===== config.mk =====
export PLATFORM = sky130hd
export DESIGN_NAME = mem_wb_stage
export DESIGN_NICKNAME = d
export VERILOG_FILES = /design/src/rtl/mem_wb_pkg.sv /design/src/rtl/memwb_reg.sv /design/src/rtl/mem_wb_stage.sv
export SDC_FILE = /design/constraint.sdc
export NUM_CORES = 1
export LEC_CHECK = 0
export CORE_AREA = 2 2 98 100
export DETAILED_ROUTE_END_ITERATION = 6
export DIE_AREA = 0 0 100 102
export DONT_BUFFER_PORTS = 1
export SYNTH_ARGS = -nofsm -noshare
export SYNTH_HDL_FRONTEND = slang
export SYNTH_HIERARCHICAL = 1
export SYNTH_SLANG_ARGS = --single-unit

===== constraint.sdc =====
create_clock -name clk_i -period 3.4 [get_ports clk_i]
set_clock_uncertainty 0.1 [all_clocks]
set_input_delay 0.68 -clock clk_i [delete_from_list [all_inputs] [get_ports clk_i]]
set_output_delay 0.68 -clock clk_i [all_outputs]
set_load 0.01 [all_outputs]

===== src/rtl/mem_wb_pkg.sv =====
// mem_wb_pkg: shared types for the MEM stage and MEM/WB register.
// Holds FSM state enum, default widths and the MEM/WB bundle.
package mem_wb_pkg;

   localparam int PKG_DATA_W  = 32;
   localparam int PKG_RADDR_W = 5;

   typedef enum logic {
      IDLE,
      WAIT
   } state_e;

   typedef struct packed {
      logic                   memtoreg;
      logic                   regwrite;
      logic [PKG_DATA_W-1:0]  alu;
      logic [PKG_DATA_W-1:0]  rdata;
      logic [PKG_RADDR_W-1:0] rd_addr;
   } memwb_t;

endpackage


===== src/rtl/memwb_reg.sv =====
// memwb_reg: MEM/WB pipeline register with bubble and load control.
// Ports: clk_i, rst_i, bubble_i, rdata_en_i, d_i (next), q_o (held).
module memwb_reg
   import mem_wb_pkg::*;
(
   input  logic   clk_i,
   input  logic   rst_i,
   input  logic   bubble_i,
   input  logic   rdata_en_i,
   input  memwb_t d_i,
   output memwb_t q_o
);

   // A bubble kills only the control bits; data fields keep their
   // last value so write-back sees stable (but unused) operands.
   always_ff @(posedge clk_i or posedge rst_i) begin
      if (rst_i) begin
         q_o <= '0;
      end else if (bubble_i) begin
         q_o.regwrite <= 1'b0;
         q_o.memtoreg <= 1'b0;
      end else begin
         q_o.memtoreg <= d_i.memtoreg;
         q_o.regwrite <= d_i.regwrite;
         q_o.alu      <= d_i.alu;
         q_o.rd_addr  <= d_i.rd_addr;
         if (rdata_en_i) begin
            q_o.rdata <= d_i.rdata;
         end
      end
   end

endmodule


===== src/rtl/mem_wb_stage.sv =====
// mem_wb_stage: MEM stage with dmem req/ack, stall, PCSrc, MEM/WB reg.
// In: EX/MEM controls, alu_i, rt_i, rd_addr_i, dmem ack/rdata.
// Out: dmem req/we/addr/wdata, stall_o, pcsrc_o, err_o, MEM/WB fields.
// Optional MEM_TIMEOUT_EN: abort a WAIT after TIMEOUT_CYC cycles.
module mem_wb_stage
   import mem_wb_pkg::*;
#(
   parameter int DATA_W      = PKG_DATA_W,
   parameter int RADDR_W     = PKG_RADDR_W,
   parameter int TIMEOUT_CYC = 16
) (
   input  logic               clk_i,
   input  logic               rst_i,
   input  logic               memread_i,
   input  logic               memwrite_i,
   input  logic               branch_i,
   input  logic               zero_i,
   input  logic               memtoreg_i,
   input  logic               regwrite_i,
   input  logic [DATA_W-1:0]  alu_i,
   input  logic [DATA_W-1:0]  rt_i,
   input  logic [RADDR_W-1:0] rd_addr_i,
   output logic               dmem_req_o,
   output logic               dmem_we_o,
   output logic [DATA_W-1:0]  dmem_addr_o,
   output logic [DATA_W-1:0]  dmem_wdata_o,
   input  logic               dmem_ack_i,
   input  logic [DATA_W-1:0]  dmem_rdata_i,
   output logic               stall_o,
   output logic               pcsrc_o,
   output logic               err_o,
   output logic               memtoreg_o,
   output logic               regwrite_o,
   output logic [DATA_W-1:0]  alu_o,
   output logic [DATA_W-1:0]  rdata_o,
   output logic [RADDR_W-1:0] rd_addr_o
);

   state_e state_q;
   state_e state_d;
   logic   access;
   logic   ack_v;
   logic   abort;
   logic   stall;
   logic   rd_load;
   memwb_t wb_d;
   memwb_t wb_q;

   assign access = memread_i | memwrite_i;
   // An ack without an access is stray and must not move the FSM.
   assign ack_v  = access & dmem_ack_i;

`ifdef MEM_TIMEOUT_EN
   localparam int CNT_W = $clog2(TIMEOUT_CYC + 1);
   localparam logic [CNT_W-1:0] CNT_MAX = CNT_W'(TIMEOUT_CYC);

   logic [CNT_W-1:0] cnt_q;
   logic             err_q;

   always_ff @(posedge clk_i or posedge rst_i) begin
      if (rst_i) begin
         cnt_q <= '0;
      end else if (state_q == WAIT) begin
         if (cnt_q != CNT_MAX) begin
            cnt_q <= cnt_q + 1'b1;
         end
      end else begin
         cnt_q <= '0;
      end
   end

   assign abort = (state_q == WAIT) && (cnt_q == CNT_MAX);

   always_ff @(posedge clk_i or posedge rst_i) begin
      if (rst_i) begin
         err_q <= 1'b0;
      end else if (abort) begin
         err_q <= 1'b1;
      end
   end

   assign err_o = err_q;
`else
   logic unused_tmo;
   assign unused_tmo = |TIMEOUT_CYC;
   assign abort      = 1'b0;
   assign err_o      = 1'b0;
`endif

   always_ff @(posedge clk_i or posedge rst_i) begin
      if (rst_i) begin
         state_q <= IDLE;
      end else begin
         state_q <= state_d;
      end
   end

   always_comb begin
      state_d = state_q;
      case (state_q)
         IDLE: begin
            if (access && !dmem_ack_i) begin
               state_d = WAIT;
            end
         end
         WAIT: begin
            if (ack_v || abort || !access) begin
               state_d = IDLE;
            end
         end
         default: state_d = IDLE;
      endcase
   end

   assign stall = access & ~dmem_ack_i & ~abort & ~rst_i;

   assign stall_o      = stall;
   assign dmem_req_o   = access & ~abort & ~rst_i;
   assign dmem_we_o    = memwrite_i;
   assign dmem_addr_o  = alu_i;
   assign dmem_wdata_o = rt_i;
   // Branches never touch memory, so no stall gating is needed.
   assign pcsrc_o      = branch_i & zero_i;

   // Read+write together is a store: load data is not captured.
   assign rd_load = memread_i & ~memwrite_i & dmem_ack_i;

   always_comb begin
      wb_d          = '0;
      wb_d.memtoreg = memtoreg_i;
      wb_d.regwrite = regwrite_i;
      wb_d.alu      = alu_i;
      wb_d.rdata    = dmem_rdata_i;
      wb_d.rd_addr  = rd_addr_i;
   end

   memwb_reg u_memwb_reg (
      .clk_i      (clk_i),
      .rst_i      (rst_i),
      .bubble_i   (stall | abort),
      .rdata_en_i (rd_load),
      .d_i        (wb_d),
      .q_o        (wb_q)
   );

   assign memtoreg_o = wb_q.memtoreg;
   assign regwrite_o = wb_q.regwrite;
   assign alu_o      = wb_q.alu;
   assign rdata_o    = wb_q.rdata;
   assign rd_addr_o  = wb_q.rd_addr;

endmodule


==> metrics.csv, run 1 <==
stage;metric;value;unit
finish;area_growth;-5.26;%
setup_path;r2r_end;u_memwb_reg/q_o[5];
finish;largest-register;u_memwb_reg/q_o;
timing;period_minus_slack;2.20;ns
cts;cts_max_path_buffers;2;
grt;grt_pass1_vias;1450;
finish;drive_above_1_share;53.3;%
floorplan;ios;250;
grt;grt_pass1_wl;7600;um
floorplan;coreArea;9110;um2
synthesis;synth.top_cell.area_share;54.1;%
setup_path;path_buf_inv;1;
grt;grt-ovfl-total;0;
setup_path;worstSetupStartpointType;primary input;
synthesis;syn_nets;334;
setup_path;path_delay_family;buffers and inverters;
synthesis;ys_seq_area_share;54.1;%
grt;grtUsageTotal;10.2;%
timing;finalSetupViolCount;0;
synthesis;syn_avg_cell_area;14.7;um2
finish;antennaDiodeCount;0;
setup_path;setup.worst_path.start;memwrite_i;
grt;antenna_found_initial;0;
floorplan;row_count;35;
cts;cts_hold_buf;0;
setup_path;worstReg2RegStart;u_memwb_reg/q_o[5];
setup_path;critical-path-max-stage-delay;0.48;ns
timing;post-route-period-util;64.7;%
synthesis;ys_seq_elements;71;
placed_design;io_buffers;0;
floorplan;start_util;36.1;%
synthesis;netlist_top_cells_count;71 x dfrtp_1, 68 x buf_4, 39 x mux2_2;
timing;fmax;454;MHz
cts;cts_resized;0;
detailed_routing;finalWirelength;5490;um
setup_path;crit_required;2.62;ns
cts;cts_made_buffers;9;
cts;cts_sinks;71;
finish;top_regs;u_memwb_reg/q_o: 71 flops;
floorplan;dieArea;10200;um2
hold_path;hold_path_class;in2reg;
timing;tightest_slew;0.862;ns
setup_path;critical_path.cell_chain;nor2_1 > nor3_4 > buf_4;
floorplan;die_x;100;um
synthesis;synth_area_leaders;dfrtp_1 54%, buf_4 16%, mux2_4 14%;
timing;hold_viol;0;
cts;postCtsSetupBuffers;0;
setup_path;ff2ff_path_depth;1;
power_and_ir_drop;switching_power;513;uW
job;maxCapViolations;0;
detailed_routing;via_per_inst;5.03;
detailed_routing;drtAntennaViolNets;0;
setup_path;worst_setup_path_end_kind;output port;
detailed_routing;wire_per_inst;19.6;um
setup_path;crit_fanout;40;
cts;clkTransAtPathRegs;0.07;ns
power_and_ir_drop;swShare;25.9;%
timing;slew_headroom;42.5;%
detailed_routing;vias;1408;
setup_path;crit_end;stall_o;
power_and_ir_drop;p_leak;1.34;nW
power_and_ir_drop;p_comb_share;10.5;%
synthesis;ys_types;13;
cts;cts_max_level;3;
setup_path;critPathKind;in2out;
cts;cts_root_buffer;clkbuf_8;
setup_path;cp_data_arrival_time;1.42;ns
outcome;status;finished, final reports clean;
finish;final_core_util;34.2;%
timing;rsz0062_at_grt;no;
setup_path;rrSetupSlack;2.47;ns
synthesis;syn_area;3280;um2
power_and_ir_drop;clock_power_share;33.6;%
detailed_routing;drc_errors;0;
power_and_ir_drop;p_total;1.98;mW
synthesis;synth_ff_type;dfrtp_1;
synthesis;synthCells;224;
grt;grt_max_degree;72;
synthesis;yosysTopAreaCell;dfrtp_1;
synthesis;synth-edff-count;0;
cts;clock_latency;0.33;ns
placed_design;place_congestion;0.637;
power_and_ir_drop;vdd_drop_max;0.000193;V
floorplan;die_h;102;um
detailed_routing;drt_first_pass_iters;4;
placed_design;post-dp-hpwl;3930;um
power_and_ir_drop;p_int;1.47;mW
cts;cts_tree;done;
power_and_ir_drop;seq_power_share;55.9;%
synthesis;ys.warnings.count;6;
timing;holdWs;0.382;ns
timing;slew_violations;0;
finish;largest_reg_flops;71;
synthesis;synth.most_common_cell;dfrtp_1;
detailed_routing;drtIter0Drc;33;
synthesis;async_flop_share;100;%
power_and_ir_drop;cellPowerDensity;636;nW/um2
finish;fin_nets;274;
timing;tns;0;ns
setup_path;path_depth;3;
setup_path;slowest_stage;buf_4;
-- power groups by stage --
stage               clock (mW)  sequential (mW)  combinational (mW)
finish                   0.665             1.11               0.207
global route             0.751             1.12               0.224
global placement             0             1.13               0.204
CTS                      0.696             1.11               0.212
floorplan                    0             1.10               0.271
detailed placement           0             1.12               0.213
-- routing by layer --
| metal | up-vias | routed length [um] | track usage (%) |
|---|---|---|---|
| li1 | 557 | - | - |
| met1 | 703 | 1730 | 10.0 |
| met2 | 119 | 2890 | 16.0 |
| met3 | 29 | 616 | 5.88 |
| met4 | 0 | 250 | 7.59 |
| met5 | - | 0 | 0 |
-- cell type report --
class / count / area (um2)
Clock buffer: 11 / 141
Clock inverter: 5 / 57.6
Fill cell: 865 / 6000
Inverter: 1 / 3.75
Multi-Input combinational cell: 78 / 958
Sequential cell: 71 / 1780
Tap cell: 111 / 139
Timing Repair Buffer: 3 / 35.0
-- kinds of logic (layout without fill, tap and decap cells) --
kind of cell,Yosys count,count (layout),share of synthesized area [%]
DFF,71,71,54.1
other,1,1,0.114
muxes,69,69,27.1
buffers and inverters,75,20,17.1
and+or+nand+nor,8,8,1.56
-- worst min path at each step --
stage	from	endpoint	slack, ns	depth (start not counted)
final	memtoreg_i	u_memwb_reg/q_o[70]	0.38	1
after global routing	regwrite_i	u_memwb_reg/q_o[69]	0.34	1
after CTS	memtoreg_i	u_memwb_reg/q_o[70]	0.36	1
after detailed placement	u_memwb_reg/q_o[48]	u_memwb_reg/q_o[48]	0.46	1
after global placement	u_memwb_reg/q_o[48]	u_memwb_reg/q_o[48]	0.46	1
after floorplan	u_memwb_reg/q_o[0]	u_memwb_reg/q_o[0]	0.45	1
-- placed cells by master (no fill, tap or decap) --
master / Yosys / final
conb_1: 1 / 1
nor2b_4: 0 / 1
mux2_2: 39 / 39
and2_1: 1 / 1
nor2_1: 2 / 2
buf_12: 0 / 1
clkbuf_1: 0 / 1
dfrtp_1: 71 / 71
and3b_1: 1 / 1
clkbuf_8: 0 / 10
clkinvlp_4: 0 / 3
inv_2: 0 / 1
mux2_4: 30 / 30
nor3_4: 0 / 1
nor2b_1: 3 / 2
bufinv_16: 0 / 1
clkinv_2: 0 / 1
buf_4: 68 / 2
-- stage by stage --
stage               cell area [um2]  setup slack [ns]  cells
finish                         3110              1.20    280
global placement               2910              1.22    264
CTS                            3110              1.17    280
global route                   3110              1.13    280
detailed placement             2910              1.18    264
floorplan                      3280             0.823    224
Note: power is estimated with default switching activity, not from simulation.
==> inputs of run 2 (changes only) <==
Settings changed: ABC_AREA from default to 1, CORE_AREA 2 2 98 100 to 2 2 97 99, DIE_AREA 0 0 100 102 to 0 0 99 101.
Clock period 3.4 ns to 2.31 ns, I/O delays scaled along.
==> run 2 against run 1 <==
Net effect:
- core utilization up 0.64 points
- synthesized cell count rose by 68%
- count of clock-buffer cells in the layout is the same
- worst setup slack worse by 0.58 ns
- power up 49%
- global-route usage rose by 3.5 points
- critical path depth down 1
- synthesized area fell by 1.4%
- clock power grew 68%
- highest routed layer unchanged
==> metrics.csv, run 2 <==
stage;metric;value;unit
floorplan;ios;250;
timing;slew_violations;0;
grt;grtUsageTotal;13.7;%
setup_path;worst_setup_path_end_kind;output port;
power_and_ir_drop;swShare;27.2;%
detailed_routing;drtAntennaViolNets;0;
setup_path;worstSetupStartpointType;primary input;
floorplan;start_util;36.1;%
detailed_routing;wire_per_inst;15.8;um
power_and_ir_drop;vdd_drop_max;0.000265;V
setup_path;crit_fanout;11;
power_and_ir_drop;switching_power;801;uW
synthesis;netlist_top_cells_count;178 x nand2_1, 71 x dfrtp_1, 68 x buf_4;
detailed_routing;drtIter0Drc;43;
synthesis;synth_ff_type;dfrtp_1;
finish;fin_nets;423;
timing;finalSetupViolCount;0;
finish;top_regs;u_memwb_reg/q_o: 71 flops;
grt;antenna_found_initial;0;
placed_design;dp_cells;412;
synthesis;synth.top_cell.area_share;54.8;%
synthesis;ys_seq_area_share;54.8;%
cts;cts_max_path_buffers;2;
setup_path;critical-path-max-stage-delay;0.42;ns
synthesis;synth_area_leaders;dfrtp_1 55%, nand2_1 21%, buf_4 16%;
detailed_routing;finalWirelength;6790;um
finish;fin_cells;429;
grt;grt-ovfl-total;0;
cts;cts_made_buffers;9;
grt;grt_pass1_wl;10400;um
synthesis;syn_area;3240;um2
floorplan;row_count;35;
job;maxCapViolations;0;
finish;final_common_cell;nand2_1;
synthesis;ys.warnings.count;6;
placed_design;io_buffers;0;
setup_path;critical_path.cell_chain;nor3_4 > buf_4;
detailed_routing;drt_first_pass_iters;4;
cts;cts_tree;done;
synthesis;syn_avg_cell_area;8.59;um2
placed_design;post-dp-hpwl;4660;um
timing;hold_viol;0;
power_and_ir_drop;p_leak;1.65;nW
cts;cts_sinks;71;
synthesis;async_flop_share;100;%
setup_path;crit_required;1.75;ns
cts;postCtsSetupBuffers;0;
timing;rsz0062_at_grt;no;
finish;fillCellCount;940;
power_and_ir_drop;cellPowerDensity;944;nW/um2
finish;drive_above_1_share;9.12;%
cts;clock_latency;0.34;ns
timing;holdWs;0.104;ns
finish;mostFrequentLayoutCells;178 x nand2_1, 71 x dfrtp_1, 32 x nand3_1, 11 x clkbuf_8, 7 x buf_4;
synthesis;yosysTopAreaCell;dfrtp_1;
finish;largest_reg_flops;71;
timing;tns;0;ns
synthesis;synth.most_common_cell;nand2_1;
synthesis;synthCells;377;
setup_path;critPathKind;in2out;
detailed_routing;via_per_inst;4.75;
outcome;status;finished, final reports clean;
synthesis;syn_nets;487;
grt;grt_max_degree;72;
finish;largest-register;u_memwb_reg/q_o;
synthesis;synth-edff-count;0;
power_and_ir_drop;clock_power_share;38.1;%
timing;fin_ws;0.624;ns
cts;cts_resized;0;
floorplan;die_x;99;um
synthesis;ys_types;12;
cts;cts_root_buffer;clkbuf_8;
power_and_ir_drop;p_total;2.95;mW
finish;antennaDiodeCount;0;
floorplan;coreArea;8980;um2
hold_path;hold_path_class;in2reg;
setup_path;cp_data_arrival_time;1.12;ns
timing;fmax;593;MHz
placed_design;pre_cts_slack;0.578;ns
setup_path;slowest_stage;nor3_4;
detailed_routing;drc_errors;0;
floorplan;die_h;101;um
setup_path;path_delay_family;simple AND/OR/NAND/NOR gates;
setup_path;path_buf_inv;1;
power_and_ir_drop;p_comb_share;7.9;%
timing;period_minus_slack;1.69;ns
floorplan;dieArea;10000;um2
cts;cts_max_level;3;
synthesis;ys_seq_elements;71;
cts;cts_hold_buf;1;
detailed_routing;vias;2037;
timing;post-route-period-util;73.0;%
finish;area_growth;-3.55;%
power_and_ir_drop;p_int;2.15;mW
cts;clkTransAtPathRegs;0.08;ns
grt;grt_pass1_vias;2053;
placed_design;place_congestion;0.711;
power_and_ir_drop;seq_power_share;54.0;%
## run 2: power by group through the flow
| stage | clock network (mW) | logic [mW] | registers (mW) |
|---|---|---|---|
| 2_1_floorplan | 0 | 0.305 | 1.58 |
| 3_3_place_gp | 0 | 0.224 | 1.62 |
| 3_5_place_dp | 0 | 0.240 | 1.62 |
| 4_1_cts | 1.18 | 0.241 | 1.60 |
| 5_1_grt | 1.23 | 0.280 | 1.61 |
| 6_report | 1.12 | 0.233 | 1.59 |
## run 2: area by class of cell
cell class              count  area [um2]  area share (%)
inverters                   5        22.5           0.721
well taps                 111         139            4.45
clock inverters             5        80.1            2.56
repair buffers              9        82.6            2.64
flip-flops and latches     71        1780            56.9
clock buffers              11         151            4.85
multi-input cells         217         872            27.9
## run 2: final timing paths
kind                       cells past startpoint                  end                 from  slack, ns
setup / recovery                               2              stall_o                rst_i       0.62
hold / removal                                 2  u_memwb_reg/q_o[70]           memtoreg_i       0.10
setup reg to reg                               2   u_memwb_reg/q_o[9]   u_memwb_reg/q_o[9]       1.52
hold reg to reg                                2  u_memwb_reg/q_o[17]  u_memwb_reg/q_o[17]       0.44
max in group asynchronous                      3  u_memwb_reg/q_o[52]                rst_i       1.20
min in group asynchronous                      3  u_memwb_reg/q_o[70]                rst_i       0.60
## run 2: logic make-up (layout without fill, tap and decap cells)
| kind of cell | count (synthesis) | count (layout) | synth area share, % |
|---|---|---|---|
| buffers and inverters | 89 | 30 | 18.5 |
| and+or+nand+nor | 216 | 216 | 26.5 |
| DFF | 71 | 71 | 54.8 |
| other | 1 | 1 | 0.116 |
## run 2: metrics by stage
step | util [%] | cell area [um2]
4_1_cts | 34.8 | 3120
2_1_floorplan | - | 3240
3_3_place_gp | 32.1 | 2880
6_report | 34.8 | 3120
3_5_place_dp | 32.1 | 2880
5_1_grt | 34.8 | 3120
## run 2: metal layers
layer  share of wire (%)  up-vias  track usage, %
li1                    -      952               -
met1                  35      935            13.7
met2                  53      121            23.7
met3                 9.1       29            4.99
met4                 3.0        0            9.17
met5                   0        -               0
==> inputs of run 3 (changes only) <==
Clock period 2.31 ns to 1.5 ns, I/O delays scaled along.
==> run 3 against run 2 <==
Net effect:
- sequential cell count did not move
- cell area rose by 23%
- worst setup slack got worse by 0.40 ns
- final cell count rose by 16%
- global-route usage rose by 1.3 points
- count of clock-buffer cells in the layout did not move
- sequential power rose by 55%
- non-clock buffer count rose by 68
- core utilization rose by 7.9 points
- combinational power rose by 120%
- via count rose by 15%
- critical path depth did not move
- critical path type unchanged
- largest cell class unchanged
==> metrics.csv, run 3 (synthesis results as in run 2) <==
stage;metric;value;unit
outcome;status;finished, final reports clean;
detailed_routing;wire_per_inst;15.0;um
setup_path;crit_required;1.10;ns
timing;hold_viol;0;
finish;fillCellCount;856;
placed_design;place_area;2900;um2
cts;cts_made_buffers;9;
setup_path;cp_data_arrival_time;0.88;ns
finish;drive_above_1_share;7.25;%
cts;postCtsSetupBuffers;0;
cts;clock_latency;0.33;ns
hold_path;hold_path_class;in2reg;
power_and_ir_drop;switching_power;1.27;mW
floorplan;start_util;36.1;%
setup_path;critical_path.cell_chain;nor3_4 > buf_4;
grt;grt_pass1_vias;2447;
grt;grt-ovfl-total;0;
finish;mostFrequentLayoutCells;178 x nand2_1, 71 x dfrtp_1, 70 x dlygate4sd3_1, 32 x nand3_1, 11 x clkbuf_8;
finish;regArea;1780;um2
power_and_ir_drop;vdd_drop_max;0.000505;V
grt;grt_pass1_wl;11700;um
power_and_ir_drop;p_comb_share;11.0;%
finish;final_area;3830;um2
detailed_routing;drtAntennaViolNets;0;
finish;area_growth;18.3;%
job;maxCapViolations;0;
timing;rsz0062_at_grt;no;
grt;grt_max_degree;72;
timing;slew_violations;0;
placed_design;post-dp-hpwl;4550;um
placed_design;place_congestion;0.712;
cts;cts_resized;0;
detailed_routing;finalWirelength;7470;um
floorplan;die_h;101;um
timing;finalSetupViolCount;0;
cts;cts_max_path_buffers;2;
power_and_ir_drop;cellPowerDensity;1230;nW/um2
cts;cts_max_level;3;
grt;antenna_found_initial;0;
power_and_ir_drop;p_total;4.71;mW
floorplan;dieArea;10000;um2
detailed_routing;via_per_inst;4.71;
finish;final_common_cell;nand2_1;
timing;fmax;783;MHz
setup_path;critical-path-max-stage-delay;0.36;ns
finish;fin_cells;497;
floorplan;row_count;35;
floorplan;die_x;99;um
cts;cts_root_buffer;clkbuf_8;
setup_path;worst_setup_path_end_kind;output port;
setup_path;crit_fanout;32;
finish;antennaDiodeCount;0;
finish;fin_nets;491;
cts;cts_sinks;71;
power_and_ir_drop;p_leak;1.96;nW
setup_path;critPathKind;in2out;
cts;cts_tree;done;
setup_path;rrSetupSlack;0.69;ns
setup_path;path_delay_family;buffers and inverters;
power_and_ir_drop;clock_power_share;36.8;%
grt;grtUsageTotal;14.9;%
finish;top_regs;u_memwb_reg/q_o: 71 flops;
power_and_ir_drop;p_int;3.44;mW
setup_path;worstSetupStartpointType;primary input;
power_and_ir_drop;swShare;27.1;%
finish;largest-register;u_memwb_reg/q_o;
detailed_routing;drc_errors;0;
detailed_routing;vias;2341;
cts;clkTransAtPathRegs;0.07;ns
power_and_ir_drop;seq_power_share;52.2;%
timing;period_minus_slack;1.28;ns
timing;post-route-period-util;85.2;%
finish;multi_input_area;872;um2
detailed_routing;drtIter0Drc;66;
setup_path;path_buf_inv;1;
finish;largest_reg_flops;71;
setup_path;slowest_stage;buf_4;
timing;tns;0;ns
detailed_routing;drt_first_pass_iters;4;
placed_design;dp_cells;411;
floorplan;ios;250;
floorplan;coreArea;8980;um2
placed_design;io_buffers;0;
-- run 3: cell type report --
type | count | area share, %
multi-input combinational | 217 | 22.8
timing repair buffer | 77 | 20.6
tap | 111 | 3.63
clock buffer | 11 | 3.95
sequential | 71 | 46.4
inverter | 5 | 0.588
clock inverter | 5 | 2.06
-- run 3: per-stage QoR --
step / worst slack [ns] / util [%] / hold slack [ns]
final: 0.223 / 42.7 / 0.0307
after global routing: 0.166 / 42.7 / 0.0230
after CTS: 0.223 / 42.7 / 0.00543
after detailed placement: 0.164 / 32.3 / 0.206
after global placement: 0.192 / 32.3 / 0.201
after floorplan: 0.100 / - / 0.301
-- run 3: final timing paths --
check,from,endpoint,depth (start not counted)
setup reg to reg,u_memwb_reg/q_o[60],u_memwb_reg/q_o[60],2
hold / removal,dmem_rdata_i[6],u_memwb_reg/q_o[11],2
setup / recovery,rst_i,stall_o,2
max in group asynchronous,rst_i,u_memwb_reg/q_o[53],3
hold reg to reg,u_memwb_reg/q_o[17],u_memwb_reg/q_o[17],2
min in group asynchronous,rst_i,u_memwb_reg/q_o[37],3
-- run 3: repair_timing --
item / 4_1_cts / 5_1_grt
hold endpoints to repair: 140 / 0
setup endpoints to repair: 0 / 0
hold buffers: 70 / 0
-- run 3: metal layers --
metal / vias to the layer above / routed length, um / global-route usage [%]
met1: 1088 / 2810 / 15.6
met5: - / 0 / 0
met4: 0 / 250 / 7.59
met3: 36 / 554 / 4.99
met2: 128 / 3850 / 26.7
li1: 1089 / - / -
-- run 3: power groups by stage --
| stage | sequential (mW) | clock, mW | combinational, mW |
|---|---|---|---|
| after floorplan | 2.44 | 0 | 0.470 |
| after global placement | 2.49 | 0 | 0.350 |
| after detailed placement | 2.49 | 0 | 0.373 |
| after CTS | 2.46 | 1.82 | 0.521 |
| after global routing | 2.49 | 1.87 | 0.600 |
| final | 2.46 | 1.73 | 0.519 |
